===== config.mk =====
export PLATFORM = sky130hd
export DESIGN_NAME = pipe_step_ctrl_flat
export DESIGN_NICKNAME = d
export VERILOG_FILES = /design/src/rtl/pipe_step_ctrl_pkg.sv /design/src/rtl/pipe_step_ctrl_if.sv /design/src/rtl/pipe_step_ctrl_step_down_counter.sv /design/src/rtl/pipe_step_ctrl.sv /design/src/flat_wrapper.sv
export SDC_FILE = /design/constraint.sdc
export NUM_CORES = 1
export LEC_CHECK = 0
export CAP_MARGIN = 15
export CORE_ASPECT_RATIO = 0.9
export CORE_MARGIN = 5
export CORE_UTILIZATION = 47
export DETAILED_ROUTE_END_ITERATION = 7
export PLACE_DENSITY = 0.92
export SYNTH_ARGS = -nofsm -noshare
export SYNTH_HDL_FRONTEND = slang
export SYNTH_HIERARCHICAL = 1
export SYNTH_SLANG_ARGS = --single-unit

===== constraint.sdc =====
create_clock -name i_clk -period 3.7 [get_ports i_clk]
set_input_delay 0.555 -clock i_clk [delete_from_list [all_inputs] [get_ports i_clk]]
set_output_delay 0.555 -clock i_clk [all_outputs]
set_load 0.02 [all_outputs]

===== src/rtl/pipe_step_ctrl_pkg.sv =====
// pipe_ctrl_pkg: shared definitions for the pipeline step controller.
//   - command codes carried on i_cmd
//   - FSM state encoding, which is also exported on o_state
//   - default widths for the step request and the executed-cycle counter
package pipe_ctrl_pkg;

  localparam int unsigned NB_STEP_DEF = 16;
  localparam int unsigned NB_CNT_DEF  = 32;
  localparam int unsigned NB_CMD_DEF  = 2;

  localparam logic [1:0] CMD_NOP   = 2'b00;
  localparam logic [1:0] CMD_RUN   = 2'b01;
  localparam logic [1:0] CMD_STEP  = 2'b10;
  localparam logic [1:0] CMD_CLEAR = 2'b11;

  typedef enum logic [1:0] {
    StIdle = 2'b00,
    StRun  = 2'b01,
    StStep = 2'b10,
    StDone = 2'b11
  } state_e;

endpackage


===== src/rtl/pipe_step_ctrl_if.sv =====
// pipe_step_ctrl_if: debug-unit / pipeline side signals of the step controller.
//   master modport: debug unit + pipeline (drives commands, abort, halt_wb)
//   slave  modport: pipe_step_ctrl (drives ready, clk_en, status, cycle count)
// Signal names keep the controller's point of view (i_ = into controller).
interface pipe_step_ctrl_if #(
  parameter int unsigned NB_STEP = 16,
  parameter int unsigned NB_CNT  = 32,
  parameter int unsigned NB_CMD  = 2
);

  logic               i_cmd_valid;
  logic [NB_CMD-1:0]  i_cmd;
  logic [NB_STEP-1:0] i_step_n;
  logic               i_abort;
  logic               i_halt_wb;
  logic               o_cmd_ready;
  logic               o_dunit_clk_en;
  logic               o_busy;
  logic               o_done;
  logic               o_halted;
  logic [1:0]         o_state;
  logic [NB_CNT-1:0]  o_cycle_cnt;

  modport master (
    output i_cmd_valid, i_cmd, i_step_n, i_abort, i_halt_wb,
    input  o_cmd_ready, o_dunit_clk_en, o_busy, o_done, o_halted, o_state, o_cycle_cnt
  );

  modport slave (
    input  i_cmd_valid, i_cmd, i_step_n, i_abort, i_halt_wb,
    output o_cmd_ready, o_dunit_clk_en, o_busy, o_done, o_halted, o_state, o_cycle_cnt
  );

endinterface


===== src/rtl/pipe_step_ctrl_step_down_counter.sv =====
// step_down_counter: remaining-cycle counter for STEP commands.
//   clk, reset_n : clock, async active-low reset (counter clears to 0)
//   load         : load load_val (a request of 0 is treated as 1)
//   load_val     : requested step count
//   dec          : consume one cycle; saturates at 0, never wraps
//   last         : the current cycle is the final one of the request
module step_down_counter #(
  parameter int unsigned NB_STEP = 16
) (
  input  logic               clk,
  input  logic               reset_n,
  input  logic               load,
  input  logic [NB_STEP-1:0] load_val,
  input  logic               dec,
  output logic               last
);

  logic [NB_STEP-1:0] cnt_q, cnt_d;

  always_comb begin
    cnt_d = cnt_q;
    if (load) begin
      cnt_d = (load_val == '0) ? NB_STEP'(1) : load_val;
    end else if (dec && (cnt_q != '0)) begin
      cnt_d = cnt_q - NB_STEP'(1);
    end
  end

  always_ff @(posedge clk or negedge reset_n) begin
    if (!reset_n) begin
      cnt_q <= '0;
    end else begin
      cnt_q <= cnt_d;
    end
  end

  assign last = (cnt_q == NB_STEP'(1));

endmodule


===== src/rtl/pipe_step_ctrl.sv =====
// pipe_step_ctrl: sequences the MIPS pipeline through the shared clock enable.
//   i_clk      : system clock
//   i_reset_n  : asynchronous active-low reset
//   bus        : pipe_step_ctrl_if.slave
//                in : i_cmd_valid, i_cmd (NOP/RUN/STEP/CLEAR), i_step_n, i_abort, i_halt_wb
//                out: o_cmd_ready, o_dunit_clk_en, o_busy, o_done, o_halted, o_state,
//                     o_cycle_cnt
// Optional feature macro PIPE_CYCLE_CNT_EN: when defined, o_cycle_cnt counts enabled
// cycles (wrapping, cleared by CLEAR); otherwise it is tied to 0.
// NB_STEP/NB_CNT must match the widths of the connected interface.
module pipe_step_ctrl
  import pipe_ctrl_pkg::*;
#(
  parameter int unsigned NB_STEP = NB_STEP_DEF,
  parameter int unsigned NB_CNT  = NB_CNT_DEF
) (
  input  logic            i_clk,
  input  logic            i_reset_n,
  pipe_step_ctrl_if.slave bus
);

  state_e state_q, state_d;
  logic   halted_q, halted_d;
  logic   done_q, done_d;
  logic   busy, cmd_ready, accept, clk_en;
  logic   step_load, step_dec, step_last;
  logic [1:0] cmd;

  assign cmd       = bus.i_cmd[1:0];
  assign busy      = (state_q == StRun) || (state_q == StStep);
  assign cmd_ready = (state_q == StIdle) || (state_q == StDone);
  assign accept    = bus.i_cmd_valid && cmd_ready;
  // Abort is the only input allowed to gate the enable; it blocks the cycle it is seen in.
  assign clk_en    = busy && !bus.i_abort;

  step_down_counter #(
    .NB_STEP (NB_STEP)
  ) u_step_cnt (
    .clk      (i_clk),
    .reset_n  (i_reset_n),
    .load     (step_load),
    .load_val (bus.i_step_n),
    .dec      (step_dec),
    .last     (step_last)
  );

  always_comb begin
    state_d   = state_q;
    halted_d  = halted_q;
    done_d    = 1'b0;
    step_load = 1'b0;
    step_dec  = 1'b0;
    unique case (state_q)
      StIdle, StDone: begin
        if (accept) begin
          case (cmd)
            CMD_RUN, CMD_STEP: begin
              if (halted_q) begin
                // A halted program cannot advance: finish with no enabled cycles.
                state_d = StDone;
                done_d  = 1'b1;
              end else if (cmd == CMD_RUN) begin
                state_d = StRun;
              end else begin
                state_d   = StStep;
                step_load = 1'b1;
              end
            end
            CMD_CLEAR: begin
              state_d  = StIdle;
              halted_d = 1'b0;
            end
            default: ;
          endcase
        end
      end
      StRun: begin
        if (bus.i_abort) begin
          state_d = StDone;
          done_d  = 1'b1;
        end else if (bus.i_halt_wb) begin
          state_d  = StDone;
          done_d   = 1'b1;
          halted_d = 1'b1;
        end
      end
      StStep: begin
        if (bus.i_abort) begin
          state_d = StDone;
          done_d  = 1'b1;
        end else begin
          step_dec = 1'b1;
          if (bus.i_halt_wb) begin
            state_d  = StDone;
            done_d   = 1'b1;
            halted_d = 1'b1;
          end else if (step_last) begin
            state_d = StDone;
            done_d  = 1'b1;
          end
        end
      end
    endcase
  end

  always_ff @(posedge i_clk or negedge i_reset_n) begin
    if (!i_reset_n) begin
      state_q  <= StIdle;
      halted_q <= 1'b0;
      done_q   <= 1'b0;
    end else begin
      state_q  <= state_d;
      halted_q <= halted_d;
      done_q   <= done_d;
    end
  end

`ifdef PIPE_CYCLE_CNT_EN
  logic [NB_CNT-1:0] cyc_q;
  logic              cyc_clr;

  assign cyc_clr = accept && (cmd == CMD_CLEAR);

  always_ff @(posedge i_clk or negedge i_reset_n) begin
    if (!i_reset_n) begin
      cyc_q <= '0;
    end else if (cyc_clr) begin
      cyc_q <= '0;
    end else if (clk_en) begin
      cyc_q <= cyc_q + NB_CNT'(1);
    end
  end

  assign bus.o_cycle_cnt = cyc_q;
`else
  assign bus.o_cycle_cnt = '0;
`endif

  assign bus.o_cmd_ready    = cmd_ready;
  assign bus.o_dunit_clk_en = clk_en;
  assign bus.o_busy         = busy;
  assign bus.o_done         = done_q;
  assign bus.o_halted       = halted_q;
  assign bus.o_state        = state_q;

endmodule


===== src/flat_wrapper.sv =====
// flat-port wrapper written by rule: the top's interface ports become plain ports
module pipe_step_ctrl_flat import pipe_ctrl_pkg::*;
#(
  parameter int unsigned NB_STEP = NB_STEP_DEF,
  parameter int unsigned NB_CNT  = NB_CNT_DEF
)
  (i_clk, i_reset_n, bus_i_cmd_valid, bus_i_cmd, bus_i_step_n, bus_i_abort, bus_i_halt_wb, bus_o_cmd_ready, bus_o_dunit_clk_en, bus_o_busy, bus_o_done, bus_o_halted, bus_o_state, bus_o_cycle_cnt);
  pipe_step_ctrl_if #(.NB_STEP(NB_STEP), .NB_CNT(NB_CNT)) bus_i ();
  input  logic i_clk;
  input  logic i_reset_n;
  input wire logic [$bits(bus_i.i_cmd_valid)-1:0] bus_i_cmd_valid;
  input wire logic [$bits(bus_i.i_cmd)-1:0] bus_i_cmd;
  input wire logic [$bits(bus_i.i_step_n)-1:0] bus_i_step_n;
  input wire logic [$bits(bus_i.i_abort)-1:0] bus_i_abort;
  input wire logic [$bits(bus_i.i_halt_wb)-1:0] bus_i_halt_wb;
  output wire logic [$bits(bus_i.o_cmd_ready)-1:0] bus_o_cmd_ready;
  output wire logic [$bits(bus_i.o_dunit_clk_en)-1:0] bus_o_dunit_clk_en;
  output wire logic [$bits(bus_i.o_busy)-1:0] bus_o_busy;
  output wire logic [$bits(bus_i.o_done)-1:0] bus_o_done;
  output wire logic [$bits(bus_i.o_halted)-1:0] bus_o_halted;
  output wire logic [$bits(bus_i.o_state)-1:0] bus_o_state;
  output wire logic [$bits(bus_i.o_cycle_cnt)-1:0] bus_o_cycle_cnt;
  assign bus_i.i_cmd_valid = bus_i_cmd_valid;
  assign bus_i.i_cmd = bus_i_cmd;
  assign bus_i.i_step_n = bus_i_step_n;
  assign bus_i.i_abort = bus_i_abort;
  assign bus_i.i_halt_wb = bus_i_halt_wb;
  assign bus_o_cmd_ready = bus_i.o_cmd_ready;
  assign bus_o_dunit_clk_en = bus_i.o_dunit_clk_en;
  assign bus_o_busy = bus_i.o_busy;
  assign bus_o_done = bus_i.o_done;
  assign bus_o_halted = bus_i.o_halted;
  assign bus_o_state = bus_i.o_state;
  assign bus_o_cycle_cnt = bus_i.o_cycle_cnt;
  pipe_step_ctrl #(.NB_STEP(NB_STEP), .NB_CNT(NB_CNT)) u_core (.i_clk(i_clk), .i_reset_n(i_reset_n), .bus(bus_i));
endmodule

* Word-level counts from Yosys, hierarchy flattened *
Cells that the tools add are included.

cells by class
  $add $sub $neg = 1
  shifts and indexed selects = 0
  div/mod/pow operators = 0
  mux-type cells = 34
  reductions and logical operators = 15
  bitwise gates (word level) = 0
  eq/ne operators = 14
  magnitude comparators = 0
  multipliers = 0

operators with widths
  operator                                                                count
  16-bit two-way mux                                                      3
  1-bit two-way mux                                                       19
  16-bit by 1-bit equality test with 1-bit output, second input constant  1
  16-bit logical NOT                                                      1
  2-bit two-way mux                                                       8
  16-bit nonzero test                                                     1
  16-bit by 1-bit subtractor with 16-bit output, second input constant    1
  2-bit equality test, second input constant                              4
  4-bit AND reduction                                                     2
  3-bit != test, second input constant                                    2
  2-bit case mux with 3 select lines                                      1
  2-bit OR reduction                                                      3
  2-bit by 1-bit equality test with 1-bit output, second input constant   2
  2-bit by 1-bit != test with 1-bit output, second input constant         2
  2-bit != test, second input constant                                    2
  4-bit by 3-bit != test with 1-bit output, second input constant         1
  2-bit case mux with 2 select lines                                      1
  1-bit logical AND                                                       3
  1-bit case mux with 3 select lines                                      1
  2-bit logical NOT                                                       1
  1-bit logical OR                                                        2
  1-bit case mux with 2 select lines                                      1
  2-bit nonzero test                                                      1
  1-bit logical NOT                                                       1

storage, ports and cells
  memories kept = 0
  RAM bits = 0
  input bits = 23
  ROM bits = 0
  output and inout bits = 39
  bits in registers = 20
  latch bits = 0

* Logic depth before layout (Yosys ltp) *
Gate-level depths: netlist of the first run.

  word-level depth = 7
  mapped depth = 8

* Hierarchy *
Netlist of the first run, hierarchy kept.

by module, submodules not included
  module             cells each  instances  area an instance (µm²)
  step_down_counter  115         1          1006.0
  pipe_step_ctrl     66          1          548.0

* Worst setup path before layout of the first run *
No wires, ideal clock.

  path type = reg2reg
  start = reg u_core.state_q[0] (netlist: u_core/bus.o_state[0])
  end = reg u_core.u_step_cnt.cnt_q[1]
  required time = 3.560 ns
  path buffers = 1
  library setup time = 0.140 ns
  setup slack = 1.440 ns
  arrival = 2.120 ns
  cell stages (with the launch flop) = 9
  path through = dfrtp_1 > inv_1 > ha_1 > nand2_1 > nor4_1 > clkbuf_1 > nor2_1 > nand2_1 > o311ai_1

between the ends
  word-level cells in the longest chain between the ends = 6

RTL lines
  item                                                             RTL line                                text
  start, declared                                                  pipe_step_ctrl.sv:22                    state_e state_q, state_d;
  start signal, assigned                                           pipe_step_ctrl.sv:108                   state_q <= StIdle;
  start signal, assigned                                           pipe_step_ctrl.sv:112                   state_q <= state_d;
  2-bit equality test / 2-bit logical NOT (equally long branches)  pipe_step_ctrl.sv:31                    assign cmd_ready = (state_q == StIdle) || (state_q == StDone);
  1-bit logical OR *                                               pipe_step_ctrl.sv:31
  net bus_o_cmd_ready                                              flat_wrapper.sv:16                      output wire logic [$bits(bus_i.o_cmd_ready)-1:0] bus_o_cmd_ready;
  1-bit logical AND *                                              pipe_step_ctrl.sv:32                    assign accept = bus.i_cmd_valid && cmd_ready;
  1-bit two-way mux *                                              pipe_step_ctrl.sv:55                    if (accept) begin
  1-bit two-way mux *                                              pipe_step_ctrl.sv:53                    unique case (state_q)
  net u_core.step_load                                             pipe_step_ctrl.sv:26                    logic step_load, step_dec, step_last;
  16-bit two-way mux / 2-bit nonzero test (equally long branches)  -
  end signal, assigned                                             pipe_step_ctrl_step_down_counter.sv:33  cnt_q <= cnt_d;
  end, declared                                                    pipe_step_ctrl_step_down_counter.sv:18  logic [NB_STEP-1:0] cnt_q, cnt_d;

The timed path passes the listed nets; every way through them passes the cells marked *.
A chain may end at the register's enable or synchronous reset.

* Worst setup path after layout of the first run *
  start = reg u_core.u_step_cnt.cnt_q[7]
  end = reg u_core.state_q[1] (netlist: u_core/bus.o_state[1])

between the ends
  word-level cells in the longest chain between the ends = 3

RTL lines
  item                                                       RTL line                                text
  16-bit by 1-bit equality test with 1-bit output            pipe_step_ctrl_step_down_counter.sv:37  assign last = (cnt_q == NB_STEP'(1));
  net u_core.step_last                                       pipe_step_ctrl.sv:26
  4-bit by 3-bit != test with 1-bit output (no source line)  -
  4-bit AND reduction (no source line)                       -

The timed path passes the listed nets, and every way through them passes these cells.

==> impl_metrics.yaml, run 1 <==
outcome:
  outcome: "complete, no violations"
sta:
  skew_ps: 5.58
  min_period_over_period_pct: 67.6
  slew_violations: 0
  min_period_ps: 2500
  fin_tns_setup_ps: 0
  rsz0062_at_grt: "no"
  hold_viol: 0
  worst_pin_slew_ps: 928
  setup_slack_ps: 1200
  max_clock_freq_mhz: 400
  relSlewSlack_pct: 38.0
  setup_viol: 0
clock_network:
  clockBufferDepth: 2
  clock-sinks: 20
  cts_made_buffers: 3
  clkLatencyLatePin_ps: 260
  cts_resized: 0
  cts-root-buf: "clkbuf_8"
  clkTransAtPathRegs_ps: 70
  holdBufCountCts: 0
  htree_levels: 1
  cts_setup_buffers: 0
  cts_tree: "built"
grt:
  grt_pass1_wl_mm: 5.46
  grt_max_degree: 34
  use_met3_pct: 4.17
  grt.total_usage_pct: 14.9
  grt_pass1_vias: 1169
  grt_antenna_before_repair: 0
  busiest_layer: "met2"
  grtUsageMet2_pct: 25.1
  gr-usage-met1_pct: 18.8
  grt-ovfl-total: 0
placement:
  dpl.hpwl_mm: 2.71
  gp_congestion: 0.869
  numPortBuffers: 29
  place_ws_ps: 971
setup_path:
  start_kind: "register"
  cp_max_fo: 5
  crit_buf_inv: 1
  crit_family: "simple AND/OR/NAND/NOR gates"
  required_ps: 3840
  path_class: "reg -> reg"
  max_stage_delay_ps: 580
  cp.arrival_ps: 2640
  critPathCaptureType: "register"
  crit_chain: "or4_4, nor3_1, and3_1, inv_1, a21oi_1, o32ai_2, mux2_1"
  cpMaxStageDelayCell: "or4_4"
flow_run:
  drv_cap: 0
final_layout:
  fill_cells: 279
  final_nets: 241
  area_growth_pct: 18.8
  drive_gt1_share_pct: 6.64
  antennaDiodeCount: 0
synth:
  yosysTopAreaCell: "dfrtp_1"
  synthFlopType: "dfrtp_1"
  yosysWarnings: 6
  synth_seq_area_share_pct: 32.2
  netlist_area_sq_um: 1550
  syn_inst: 181
  synth_top_area_share_pct: 32.2
  synth_area_leaders: "dfrtp_1 (32%), buf_4 (15%), ha_1 (4.8%)"
  synth_edf_count: 0
  synthMostInstantiatedCell: "buf_4"
  synth_seq_cells: 20
  ys_types: 40
  syn_area_per_cell_sq_um: 8.59
  synth_async_sr_flop_share_pct: 100
  ys_top_cells_by_count: "buf_4 (32), dfrtp_1 (20), nand2_1 (20)"
die:
  core_area_sq_um: 3110
  dieArea_sq_um: 4560
  start_util_pct: 49.9
  row_count: 19
  io_pins: 62
  die_x_um: 70.6
  die_h_um: 64.6
min_path:
  min_path_type: "reg -> reg"
detailed_routing:
  drtPass1Iterations: 4
  vias: 1281
  viasPerCell: 5.06
  drt-total-wl_mm: 3.49
  drt-wirelength-per-cell_um: 13.8
  drt_iter0_drc: 64
  drcViolationCount: 0
  ant_nets: 0
power:
  p_per_area_nw_per_um2: 688
  p_leak_uw: 0.000761
  peakVddDrop_mv: 0.420
==> cell type report <==
cell class / count / area (sq um) / share of cell area [%]
Multi-Input combinational cell: 148 / 891 / 48.2
Sequential cell: 20 / 500 / 27.1
Tap cell: 42 / 52.6 / 2.85
Clock buffer: 3 / 41.3 / 2.24
Timing Repair Buffer: 30 / 298 / 16.1
Clock inverter: 1 / 30.0 / 1.63
Inverter: 9 / 33.8 / 1.83
==> routing by layer <==
| layer | part of all wire, % | wire, um | up-vias |
|---|---|---|---|
| li1 | - | - | 635 |
| met1 | 41 | 1430 | 589 |
| met2 | 49 | 1730 | 51 |
| met3 | 7.9 | 276 | 6 |
| met4 | 1.5 | 53 | 0 |
| met5 | 0 | 0 | - |
==> logic make-up (layout without fill, tap and decap cells) <==
family	after synthesis	after routing	share of synthesized area [%]
mux	3	3	2.09
xor+xnor	11	11	6.20
fa+ha+maj	6	6	4.83
buf+inv	44	43	18.4
flops	20	20	32.2
other cells	1	32	0.241
compound gates	33	33	13.8
simple gates	63	63	22.2
==> placed cells by master, fill, tap and decap left out, drive strengths merged, types with 2 or more instances in the layout <==
| master | Yosys | layout |
|---|---|---|
| mux2 | 2 | 2 |
| o21ai | 14 | 14 |
| nor2 | 8 | 8 |
| inv | 9 | 9 |
| clkdlybuf4s50 | 0 | 29 |
| nor3b | 2 | 2 |
| nand3 | 2 | 2 |
| a31oi | 3 | 3 |
| xnor2 | 7 | 7 |
| conb | 1 | 32 |
| xor2 | 4 | 4 |
| dfrtp | 20 | 20 |
| nand2 | 20 | 20 |
| or4 | 4 | 4 |
| clkbuf | 3 | 3 |
| nand3b | 2 | 2 |
| ha | 6 | 6 |
| nor4 | 7 | 7 |
| a21oi | 7 | 7 |
| nor2b | 4 | 4 |
| nor3 | 9 | 9 |
==> final timing paths <==
| kind | from | endpoint | slack [ps] | cells past startpoint |
|---|---|---|---|---|
| setup / recovery | u_core/u_step_cnt/cnt_q[7] | u_core/bus.o_state[1] | 1200 | 7 |
| hold / removal | u_core/bus.o_state[1] | u_core/bus.o_state[1] | 560 | 1 |
| setup reg to reg | u_core/u_step_cnt/cnt_q[7] | u_core/bus.o_state[1] | 1200 | 7 |
| hold reg to reg | u_core/bus.o_state[1] | u_core/bus.o_state[1] | 560 | 1 |
| max in group asynchronous | i_reset_n | u_core/u_step_cnt/cnt_q[8] | 2320 | 1 |
| min in group asynchronous | i_reset_n | u_core/u_step_cnt/cnt_q[0] | 810 | 1 |
==> registers in the layout, summed over array words and instances (netlist names) <==
signal,flops
u_core/bus.o_done,1
u_core/bus.o_halted,1
u_core/bus.o_state,2
u_core/u_step_cnt/cnt_q,16
==> stage by stage <==
stage	util (%)	cells	instance area (sq um)	total power (uW)	hold slack, ps
after global placement	57.0	249	1780	1020	537
after floorplan	-	212	1670	856	259
after global routing	59.3	253	1850	1360	583
after CTS	59.3	253	1850	1270	562
after detailed placement	57.0	249	1780	1040	541
final	59.3	253	1850	1270	559
==> where the power goes <==
part / total, uW / leakage [uW] / switching [uW] / internal (uW)
registers: 422 / 0.000247 / 108 / 314
clock network: 219 / 0.0000357 / 74.7 / 144
logic: 629 / 0.000479 / 349 / 280
No activity file was read; power rests on OpenSTA's default activity.
==> run 2: changes to the inputs <==
CORE_UTILIZATION = 44   (was 47)
PLACE_DENSITY = 0.87   (was 0.92)
clock period = 2.5 ns   (was 3.7 ns; I/O delays follow)
==> run 2 against run 1 <==
  * Global-route usage decreased by 0.35 points
  * Die area increased by 5.8%
  * Worst hold slack got worse by 110 ps
  * Non-clock buffer count increased by 4
  * Sequential cell count unchanged
  * Clock power decreased by 4%
  * Critical path depth decreased by 3
  * Utilization decreased by 5.0 points
  * Cell count increased by 2.0%
  * Critical endpoint is now bus_o_dunit_clk_en
  * Largest power group unchanged
  * Highest routed layer is now met3
==> impl_metrics.yaml, run 2 (synthesized netlist as in run 1, its figures left out) <==
die:
  start_util_pct: 45.7
  die_h_um: 66.4
  io_pins: 62
  core_area_sq_um: 3400
  row_count: 20
  dieArea_sq_um: 4820
  die_x_um: 72.6
setup_path:
  critPathCaptureType: "output port"
  path_class: "reg -> out"
  crit_cells: 4
  reg2reg_depth: 7
  cpMaxStageDelayCell: "clkdlybuf4s50_1"
  required_ps: 2120
  reg2reg_slack_ps: 170
  crit_buf_inv: 2
  start_kind: "register"
  crit_family: "buffers and inverters"
  r2r-end: "u_core/bus.o_state[0]"
  cp.arrival_ps: 1960
  cp_max_fo: 9
  max_stage_delay_ps: 630
  crit_chain: "inv_1, ha_1, nor2_1, clkdlybuf4s50_1"
  timing.rr.start: "u_core/u_step_cnt/cnt_q[7]"
clock_network:
  holdBufCountCts: 0
  clkLatencyLatePin_ps: 260
  clock-sinks: 20
  cts_setup_buffers: 0
  cts_made_buffers: 3
  clkTransAtPathRegs_ps: 70
  cts-root-buf: "clkbuf_8"
  htree_levels: 1
  clockBufferDepth: 2
  cts_tree: "built"
  cts_resized: 0
power:
  seqPwrFrac_pct: 35.2
  power.clock.fraction_pct: 11.8
  p_int_uw: 1010
  switchingPower_uw: 782
  switching_share_pct: 43.7
  peakVddDrop_mv: 0.418
  p_leak_uw: 0.000768
  p_comb_share_pct: 53.1
  p_per_area_nw_per_um2: 968
detailed_routing:
  drt_iter0_drc: 91
  drt-total-wl_mm: 3.43
  drcViolationCount: 0
  drtPass1Iterations: 4
  ant_nets: 0
  vias: 1307
  drt-wirelength-per-cell_um: 13.3
  viasPerCell: 5.07
final_layout:
  top_register: "u_core/u_step_cnt/cnt_q"
  layout_commonest_cell: "conb_1"
  largest_reg_flops: 16
  area_growth_pct: 19.0
  fin_cells: 258
  final_nets: 245
  layout_common_cells: "conb_1 (32), clkdlybuf4s50_1 (29), nand2_1 (20), dfrtp_1 (20), o21ai_0 (12)"
  drive_gt1_share_pct: 7.94
  antennaDiodeCount: 0
  design_area_sq_um: 1850
grt:
  grt-ovfl-total: 0
  grt_pass1_vias: 1241
  grt.total_usage_pct: 14.6
  grt_pass1_wl_mm: 5.56
  grt_antenna_before_repair: 0
  grt_max_degree: 33
placement:
  numPortBuffers: 29
  placed_area_sq_um: 1810
  place_ws_ps: 142
  place_inst: 255
  gp_congestion: 0.855
  dpl.hpwl_mm: 2.71
flow_run:
  drv_cap: 0
sta:
  slew_violations: 0
  hold_viol: 0
  max_clock_freq_mhz: 429
  min_period_over_period_pct: 93.3
  setup_viol: 0
  fin_tns_setup_ps: 0
  min_period_ps: 2330
  whs_ps: 452
  skew_ps: 6.39
  setup_slack_ps: 167
  rsz0062_at_grt: "no"
min_path:
  min_path_type: "in -> async"
outcome:
  outcome: "complete, no violations"
==> run 2: cell types whose count changed in the layout (fill, tap and decap cells not counted), sizes merged <==
cell,change
buf,+4
bufinv,-1
==> run 2: cell type report <==
| class | count | area, sq um |
|---|---|---|
| multi-input cells | 148 | 891 |
| repair buffers | 34 | 328 |
| clock buffers | 3 | 41.3 |
| fillers | 327 | 1550 |
| well taps | 44 | 55.1 |
| flip-flops and latches | 20 | 500 |
| inverters | 9 | 33.8 |
==> run 2: layer usage <==
| layer | wire length [um] | track usage [%] | vias up |
|---|---|---|---|
| li1 | - | - | 645 |
| met1 | 1530 | 18.7 | 616 |
| met2 | 1620 | 24.4 | 46 |
| met3 | 285 | 4.86 | 0 |
| met4 | 0 | 1.61 | 0 |
| met5 | 0 | 0 | - |
==> run 2: worst max path at each step <==
stage,from,to
floorplan,u_core/bus.o_state[0],u_core/u_step_cnt/cnt_q[1]
global placement,bus_i_cmd[1],u_core/u_step_cnt/cnt_q[0]
detailed placement,bus_i_cmd[1],u_core/u_step_cnt/cnt_q[1]
CTS,u_core/bus.o_state[0],bus_o_dunit_clk_en
global route,u_core/bus.o_state[0],bus_o_dunit_clk_en
finish,u_core/bus.o_state[0],bus_o_dunit_clk_en
==> run 2: metrics by stage <==
step / utilization (%) / power, uW
6_report: 54.3 / 1790
5_1_grt: 54.3 / 1930
4_1_cts: 54.3 / 1800
3_5_place_dp: 53.1 / 1570
3_3_place_gp: 53.1 / 1540
2_1_floorplan: - / 1270
==> run 2: power by group through the flow <==
stage / combinational (uW) / sequential [uW] / clock, uW
2_1_floorplan: 643 / 623 / 0
3_3_place_gp: 920 / 621 / 0
3_5_place_dp: 947 / 624 / 0
4_1_cts: 952 / 626 / 218
5_1_grt: 1050 / 647 / 234
6_report: 949 / 629 / 211
==> RTL edit, RTL diff (settings of run 2) <==
Build with the macro `PIPE_CYCLE_CNT_EN` defined.
--- a/src/rtl/pipe_step_ctrl.sv
+++ b/src/rtl/pipe_step_ctrl.sv
@@ -8,6 +8,8 @@
 // Optional feature macro PIPE_CYCLE_CNT_EN: when defined, o_cycle_cnt counts enabled
 // cycles (wrapping, cleared by CLEAR); otherwise it is tied to 0.
 // NB_STEP/NB_CNT must match the widths of the connected interface.
+`define PIPE_CYCLE_CNT_EN
+
 module pipe_step_ctrl
   import pipe_ctrl_pkg::*;
 #(
Function: changed (Yosys sat finds a counterexample within 4 cycles, from zero or initial values and one cycle with i_reset_n low).
==> RTL edit against run 2 <==
  * Power grew 70%
  * Maximum frequency is essentially flat
  * Critical path type is now flip-flop to flip-flop
  * Sequential cell count grew 32
  * Sequential power rose by 96%
  * Synthesized area rose by 97%
  * Clock skew grew 8.0 ps
  * Routed wire length increased by 140%
  * Setup slack better by 1.1 ps
  * Design area rose by 110%
  * Non-clock buffer count is 36 higher
  * Die area up 81%
  * Combinational power rose by 26%
==> RTL edit: results (changes against run 2) <==
- **share of layout cells above drive strength 1** 0.0950, +0.0156
- **cell types with the highest counts after synthesis** sky130_fd_sc_hd__dfrtp_1 (52), sky130_fd_sc_hd__nand2_1 (37), sky130_fd_sc_hd__a21oi_1 (23), sky130_fd_sc_hd__nor2_1 (19), sky130_fd_sc_hd__o21ai_0 (18)
- **number of global-route vias before repair** 2820, +130%
- **pin count of the biggest net entering global routing** 53, +61%
- **placed wire-length estimate** 5990 µm, +120%
- **maximum clock insertion buffer count** 2, unchanged
- **critical path arrival** 2570 ps, +610 ps
- **number of buffer cells added on primary ports** 61, +110%
- **clock root buffer master** sky130_fd_sc_hd__clkbuf_8
- **switching share of power** 0.383, -0.0539
- **Final #Nets** 429, +75%
- **H-tree lvl count** 2, +1
- **worst slew pin tran** 672 ps
- **async set-or-reset flop fraction in the synthesized netlist** 1.00, unchanged
- **post-synthesis mux area share** 0.0237, +0.00272
- **fraction of the yosys area taken by sequential cells** 0.424, +0.102
- **run status** complete, no violations
- **adder and majority cell fraction of the synthesized area** 0.0285, -0.0198
- **share of the synthesized area in compound gates (AO/OA/AOI/OAI)** 0.139, +0.000992
- **Worst Setup Slack post-DPL** 11.9 ps, -130 ps
- **clock network latency to the later pin of the worst-skew pair** 310 ps, +50 ps
- **post-synthesis net count** 363
- **FF-to-FF path depth** 7, unchanged
- **largest driver fanout on the critical path** 12, +3
- **antenna diode instance count** 0, unchanged
- **total wire length** 8320 µm, +140%
- **commonest register cell after synthesis** sky130_fd_sc_hd__dfrtp_1
- **top post-synthesis cells by area** sky130_fd_sc_hd__dfrtp_1 (42%), sky130_fd_sc_hd__nand2_1 (4.5%), sky130_fd_sc_hd__a21oi_1 (3.8%)
- **Mapped Avg Cell Area** 9.21 µm², +7.3%
- **number of cells after detailed placement** 481, +89%
- **total number of yosys warnings** 6, unchanged
- **drt pass-1 iters** 5, +1
- **wire length of the first global-routing pass** 13300 µm, +140%
- **xor and xnor fraction of the mapped netlist area** 0.0628, +0.000809
- **number of antenna violations at the first check in global routing** 0, unchanged
- **total routing usage reported by global routing** 0.187, +0.0412
- **DP Area** 3810 µm², +110%
- **max FFs per register** 32, +16
- **worst-case vdd ir drop** 814 µV, +95%
- **routed wire length per instance** 17.0 µm, +28%
- **post-CTS repair timing setup buffer count** 0, unchanged
- **leakage** 1.52 nW, +99%
- **Via density** 6.02, +19%
- **Tightest Hold Check Type** input pin to async pin
- **clock edge transition at the registers on the reported setup and hold paths** 100 ps, +30 ps
- **number of remaining DRC errors** 0, unchanged
- **gp weighted congestion** 0.868, +1.5%
- **distinct cell type count of the synthesized netlist** 54, +35%
- **worst setup skew after layout** 14.4 ps, +7.96 ps
- **first-iteration detailed-routing DRC count** 269, +200%
- **cts bufs inserted** 5, +2
-- RTL edit: changes by cell type in the layout (fill, tap and decap cells not counted), moves of 7 or more --
| cell | delta |
|---|---|
| sky130_fd_sc_hd__conb_1 | -32 |
| sky130_fd_sc_hd__dfrtp_1 | +32 |
| sky130_fd_sc_hd__clkdlybuf4s50_1 | +30 |
| sky130_fd_sc_hd__nand2_1 | +17 |
| sky130_fd_sc_hd__a21oi_1 | +16 |
| sky130_fd_sc_hd__nand4_1 | +11 |
| sky130_fd_sc_hd__nor2_1 | +11 |
| sky130_fd_sc_hd__o31ai_1 | +9 |
| sky130_fd_sc_hd__or4_1 | +8 |
| sky130_fd_sc_hd__nand3_1 | +7 |
| sky130_fd_sc_hd__xor2_1 | +7 |
-- RTL edit: per-layer routing --
metal	routed length [µm]	up-vias	GRT usage
met1	3680	1437	0.244
met5	0	-	0
met4	140	0	0.0642
li1	-	1372	-
met3	566	19	0.0398
met2	3930	123	0.313
-- RTL edit: power groups by stage --
| stage | clock (W) | combinational, W | sequential [W] |
|---|---|---|---|
| floorplan | 0 | 0.000690 | 0.00126 |
| global route | 0.000663 | 0.00131 | 0.00126 |
| detailed placement | 0 | 0.00118 | 0.00124 |
| CTS | 0.000621 | 0.00119 | 0.00123 |
| global placement | 0 | 0.00114 | 0.00123 |
| finish | 0.000616 | 0.00120 | 0.00123 |
-- RTL edit: worst paths after layout --
kind,start,end,slack [ps]
setup reg to reg,u_core/bus.o_state[0],u_core/bus.o_cycle_cnt[23],170
setup / recovery,u_core/bus.o_state[0],u_core/bus.o_cycle_cnt[23],170
min in group i_clk,u_core/bus.o_cycle_cnt[31],u_core/bus.o_cycle_cnt[31],560
hold / removal,i_reset_n,u_core/bus.o_cycle_cnt[3],180
max in group asynchronous,i_reset_n,u_core/u_step_cnt/cnt_q[4],1870
hold reg to reg,u_core/bus.o_cycle_cnt[31],u_core/bus.o_cycle_cnt[31],560
-- RTL edit: worst max-delay path, stage by stage (launching register included) --
cell and delay, ps:
sky130_fd_sc_hd__dfrtp_1 400, sky130_fd_sc_hd__inv_1 60, sky130_fd_sc_hd__ha_1 300, sky130_fd_sc_hd__buf_4 170, sky130_fd_sc_hd__and3_1 330, sky130_fd_sc_hd__o2111ai_4 260
sky130_fd_sc_hd__or4_1 580, sky130_fd_sc_hd__a21oi_1 170
-- RTL edit: layout make-up --
type                    count  area, µm²
fillers                   555       2750
multi-input cells         258       1690
inverters                  12       46.3
clock inverters             2       38.8
flip-flops and latches     52       1300
clock buffers               6       82.6
well taps                  90        113
repair buffers             70        672
-- RTL edit: what timing repair did --
action / CTS / global route
pin swaps: 0 / 1
gates resized for setup: 1 / 0
gates cloned: 0 / 1
endpoints found under the setup margin: 1 / 1
